===== config.mk =====
export PLATFORM = sky130hd
export DESIGN_NAME = hazard_ctrl
export DESIGN_NICKNAME = d
export VERILOG_FILES = /design/src/rtl/hazard_ctrl.sv
export SDC_FILE = /design/constraint.sdc
export NUM_CORES = 1
export LEC_CHECK = 0
export ABC_CLOCK_PERIOD_IN_PS = 2500
export BUFFER_PORTS_ARGS = -buffer_cell sky130_fd_sc_hd__buf_2
export CAP_MARGIN = 5
export CORE_MARGIN = 2
export CORE_UTILIZATION = 45
export CTS_CLUSTER_SIZE = 25
export DETAILED_ROUTE_END_ITERATION = 8
export MAX_ROUTING_LAYER = met4
export PLACE_DENSITY = 0.69
export SLEW_MARGIN = 20
export SYNTH_ARGS = -nofsm -noshare
export SYNTH_HDL_FRONTEND = slang
export SYNTH_SLANG_ARGS = --single-unit

===== constraint.sdc =====
create_clock -name clk -period 2.5 [get_ports clk]
set_input_delay 0.5 -clock clk [delete_from_list [all_inputs] [get_ports clk]]
set_output_delay 0.5 -clock clk [all_outputs]
set_load 0.02 [all_outputs]

===== src/rtl/hazard_ctrl.sv =====
// Pipeline stall/flush controller: load-use scoreboard, decode-branch hazard,
// outstanding data-request tracking and an exception drain/redirect sequencer.
module hazard_ctrl #(
  parameter int STAGES  = 5,
  parameter int ID_IDX  = 0,
  parameter int RW      = 5,
  parameter int MAX_OUT = 2,
  parameter int CW      = 2
) (
  input  logic              clk,
  input  logic              resetn,
  input  logic [STAGES-1:0] stage_busy,
  input  logic              id_rs_ren,
  input  logic              id_rt_ren,
  input  logic [RW-1:0]     id_rs,
  input  logic [RW-1:0]     id_rt,
  input  logic              id_branch,
  input  logic              ex_regwen,
  input  logic [RW-1:0]     ex_wreg,
  input  logic              iss_fire,
  input  logic              iss_load,
  input  logic              iss_wen,
  input  logic [RW-1:0]     iss_wreg,
  input  logic              wb_load,
  input  logic [RW-1:0]     wb_wreg,
  input  logic              dreq_fire,
  input  logic              dresp,
  input  logic              exc_req,
  output logic [STAGES-1:0] stall,
  output logic [STAGES-1:0] flush,
  output logic              dreq_allow,
  output logic              dresp_discard,
  output logic              redirect,
  output logic [CW-1:0]     out_cnt
);

  // state | meaning
  // RUN   | normal issue, hazards and busy requests drive stall/flush
  // DRAIN | exception taken, waiting for outstanding loads to return
  // REDIR | one cycle: fetch loads the exception/epc target
  typedef enum logic [1:0] {RUN, DRAIN, REDIR} state_t;

  localparam int              NREG  = 2 ** RW;
  localparam logic [CW-1:0]   MAX_C = CW'(MAX_OUT);
  localparam logic [CW-1:0]   ONE   = CW'(1);

  state_t            state;
  logic [NREG-1:0]   sb, sb_nxt;
  logic [CW-1:0]     cnt_nxt;
  logic              inc, dec, hazard, br_hit, sb_set;
  logic [STAGES-1:0] stall_run, flush_run;

  assign br_hit = id_branch & ex_regwen & (ex_wreg != '0) &
                  ((id_rs_ren & (ex_wreg == id_rs)) | (id_rt_ren & (ex_wreg == id_rt)));
  assign hazard = (id_rs_ren & sb[id_rs]) | (id_rt_ren & sb[id_rt]) | br_hit;

  assign sb_set = iss_fire & iss_load & iss_wen & (iss_wreg != '0);

  always_comb begin
    sb_nxt = sb;
    if (state == REDIR) begin
      sb_nxt = '0;
    end else begin
      if (wb_load) sb_nxt[wb_wreg] = 1'b0;
      if (sb_set)  sb_nxt[iss_wreg] = 1'b1;
    end
  end

  // A request alongside a response is legal even at the limit.
  assign dec = dresp & (out_cnt != '0);
  assign inc = dreq_fire & ((out_cnt < MAX_C) | dec);

  always_comb begin
    cnt_nxt = out_cnt;
    if (inc && !dec)      cnt_nxt = out_cnt + ONE;
    else if (dec && !inc) cnt_nxt = out_cnt - ONE;
  end

  always_comb begin
    logic acc;
    acc       = 1'b0;
    stall_run = '0;
    flush_run = '0;
    for (int i = STAGES - 1; i >= 0; i--) begin
      acc          = acc | stage_busy[i];
      stall_run[i] = acc | (hazard & (i <= ID_IDX));
    end
    for (int i = 1; i < STAGES; i++) begin
      flush_run[i] = stall_run[i-1] & ~stall_run[i];
    end
  end

  always_comb begin
    if (state == RUN) begin
      stall = stall_run;
      flush = flush_run;
    end else begin
      stall = STAGES'(1);
      flush = '1;
    end
  end

  assign dreq_allow    = (out_cnt < MAX_C) & (state == RUN);
  assign dresp_discard = dresp & (state != RUN);

  always_ff @(posedge clk or negedge resetn) begin
    if (!resetn) begin
      sb      <= '0;
      out_cnt <= '0;
    end else begin
      sb      <= sb_nxt;
      out_cnt <= cnt_nxt;
    end
  end

  always_ff @(posedge clk or negedge resetn) begin
    if (!resetn) begin
      state    <= RUN;
      redirect <= 1'b0;
    end else begin
      case (state)
        RUN: begin
          redirect <= 1'b0;
          if (exc_req) begin
            if (cnt_nxt == '0) begin
              state    <= REDIR;
              redirect <= 1'b1;
            end else begin
              state <= DRAIN;
            end
          end
        end
        DRAIN: begin
          if (cnt_nxt == '0) begin
            state    <= REDIR;
            redirect <= 1'b1;
          end
        end
        REDIR: begin
          state    <= RUN;
          redirect <= 1'b0;
        end
        default: begin
          state    <= RUN;
          redirect <= 1'b0;
        end
      endcase
    end
  end

endmodule


==> flow_metrics.env <==
export IMPL_status="finished with violations"
export IMPL_violations="setup timing"
export IMPL_hold_viol_final=0
export IMPL_cp_max_fo=2
export IMPL_power_density_nw_per_um2=666
export IMPL_synth_area_um2=2470
export IMPL_max_cap_viol_count=0
export IMPL_initial_core_util_pct=47.5
export IMPL_grt_pass1_wl_mm=11.2
export IMPL_dp_hpwl_mm=5.16
export IMPL_synth_area_per_cell_um2=9.44
export IMPL_clock_skew_ps=4.74
export IMPL_r2r_setup_slack_ps=670
export IMPL_arrival_ps=2130
export IMPL_min_period_over_period_pct=105
export IMPL_cts_buffer_depth=2
export IMPL_critical_path_class="flop to output pin"
export IMPL_drcViolationCount=0
export IMPL_pin_count=58
export IMPL_dp_worst_setup_slack_ps=-185
export IMPL_yosysSeqAreaShare_pct=37.4
export IMPL_drive_above_1_share_pct=33.6
export IMPL_path_clk_slew_ps=80
export IMPL_setup_ws_ps=-134
export IMPL_end_kind="output pin"
export IMPL_final_cell_mix="56 x buf_2, 45 x nand2_1, 37 x dfrtp_1"
export IMPL_netSwitchingPower_uw=787
export IMPL_synth_lib_cells_used_distinct=38
export IMPL_rsz0062_at_grt="true"
export IMPL_grt_pass1_vias=2225
export IMPL_grt_max_degree=38
export IMPL_cts_tree="yes"
export IMPL_drv_slew=0
export IMPL_cp_required_ps=2000
export IMPL_routedWlPerCell_um=17.1
export IMPL_rows=26
export IMPL_core_area_um2=5200
export IMPL_startpoint="sb[23]$_DFF_PN0_"
export IMPL_clock_sinks=37
export IMPL_postRouteAntennaNets=0
export IMPL_clk_insertion_delay_late_ps=290
export IMPL_seqPwrFrac_pct=38.8
export IMPL_syn_to_final_growth_pct=23.2
export IMPL_num_antenna_cells=0
export IMPL_p_int_uw=1240
export IMPL_yosys_warnings=0
export IMPL_final_nets=382
export IMPL_place_gp_congestion=0.895
export IMPL_tightest_slew_ps=841
export IMPL_root_buffer="clkbuf_8"
export IMPL_grt_total_usage_pct=24.7
export IMPL_ctsHoldBuffers=0
export IMPL_syn_nets=306
export IMPL_worst_r2r_path_depth=7
export IMPL_regToRegStartpoint="out_cnt[1]$_DFF_PN0_"
export IMPL_routed_via_density=5.81
export IMPL_start_kind="flop"
export IMPL_synth_edf_count=0
export IMPL_synth_seq_cells=37
export IMPL_combPwrFrac_pct=40.6
export IMPL_h_tree_depth=2
export IMPL_relSlewSlack_pct=44.0
export IMPL_hold_class="input pin to asynchronous set/reset pin"
export IMPL_die_w_um=78.1
export IMPL_cts_inserted_buffers=5
export IMPL_p_clk_share_pct=20.6
export IMPL_async_flop_share_pct=100
export IMPL_antenna_found_initial=0
export IMPL_drt_iter0_markers=215
export IMPL_routed_wl_mm=6.98
export IMPL_num_vias=2377
export IMPL_switching_share_pct=38.8
export IMPL_leakage_uw=0.00133
export IMPL_synthFlopType="dfrtp_1"
export IMPL_setup_viol=2
export IMPL_r2r_end="redirect$_DFFE_PN0P_"
export IMPL_synthCells=262
export IMPL_vdd_drop_max_mv=0.433
export IMPL_port_buffer_count=57
export IMPL_final_common_cell="buf_2"
export IMPL_fin_crit_ps=2630
export IMPL_whs_ps=305
export IMPL_drt_first_pass_iters=6
export IMPL_die_h_um=78.1
export IMPL_grt_overflow=0
export IMPL_die_area_um2=6110
export IMPL_fmax_mhz=380
[metal layers]
layer	global-route usage (%)	part of all wire (%)	vias up
met5	-	0	-
met4	7.37	1.3	0
met3	5.17	9.2	7
met2	35.7	44	116
met1	35.3	46	1138
li1	-	-	1116
[synth_stat cells, types with 3 or more instances]
| cell type | number | share of area (%) |
|---|---|---|
| nand2_1 | 45 | 6.8 |
| dfrtp_1 | 37 | 37 |
| a21oi_1 | 33 | 6.7 |
| o21ai_0 | 33 | 6.7 |
| mux4_2 | 14 | 13 |
| xnor2_1 | 11 | 3.9 |
| nor2_1 | 9 | 1.4 |
| inv_1 | 7 | 1.1 |
| nor3_1 | 7 | 1.4 |
| nand3_1 | 6 | 1.2 |
| clkbuf_1 | 5 | 0.76 |
| nand3b_1 | 5 | 1.5 |
| nor3b_1 | 5 | 1.5 |
| and2_1 | 3 | 0.76 |
| buf_2 | 3 | 0.61 |
| buf_6 | 3 | 1.4 |
| mux4_1 | 3 | 3.2 |
| nand2b_1 | 3 | 0.76 |
| nand4_1 | 3 | 0.76 |
| o32ai_1 | 3 | 1.1 |
[state kept, by name (all words and copies together) (netlist names)]
register,count
out_cnt,2
sb,32
state,2
redirect,1
[power by group through the flow]
stage | Clock (uW) | Sequential, uW | Combinational (uW)
floorplan | 0 | 788 | 506
detailed placement | 0 | 793 | 795
finish | 418 | 788 | 823
CTS | 423 | 780 | 809
global route | 444 | 797 | 896
global placement | 0 | 789 | 780
[final cells by class]
| type | count | area [um^2] |
|---|---|---|
| inverter | 7 | 26.3 |
| tap | 70 | 87.6 |
| multi-input combinational | 207 | 1460 |
| clock inverter | 3 | 17.5 |
| fill | 488 | 2160 |
| sequential | 37 | 926 |
| clock buffer | 5 | 68.8 |
| timing repair buffer | 80 | 460 |
[worst max-delay path, stage by stage (launching register included)]
cell and delay (ps):
dfrtp_1 410, mux4_2 480, mux4_2 460, nand2b_4 160, o2111ai_4 60, a31oi_1 100
buf_4 160
[metrics by stage]
step | cell area, um^2 | TNS (ps) | total power (uW) | util, % | std cells
global placement | 2920 | -247 | 1570 | 56.2 | 397
finish | 3050 | -251 | 2030 | 58.6 | 409
detailed placement | 2920 | -360 | 1590 | 56.2 | 397
floorplan | 2470 | -39.3 | 1290 | - | 262
CTS | 3020 | -250 | 2010 | 58.1 | 408
global route | 3050 | -376 | 2140 | 58.6 | 409
[logic make-up after synthesis]
kind of cell	after synthesis	share of synthesized area (%)
multiplexers	19	16.7
XOR/XNOR	11	3.89
buffers and inverters	18	3.79
flip-flops	37	37.4
adder cells (fa/ha/maj)	1	0.506
AND/OR/NAND/NOR	99	20.3
AO/OA/AOI/OAI	77	17.3
[worst max-delay path by stage]
stage          endpoint  slack [ps]  depth (start not counted)
2_1_floorplan  flush[1]         -20                          6
3_3_place_gp   flush[1]        -130                          7
3_5_place_dp   flush[1]        -190                          7
4_1_cts        flush[1]        -130                          6
5_1_grt        flush[1]        -190                          6
6_report       flush[1]        -130                          6
[what timing repair did]
item / in CTS / in global routing
setup buffers: 3 / 1
gates resized for setup: 3 / 4
endpoints found under the setup margin: 2 / 2
pin swaps: 2 / 1
(Power assumes the default switching activity.)
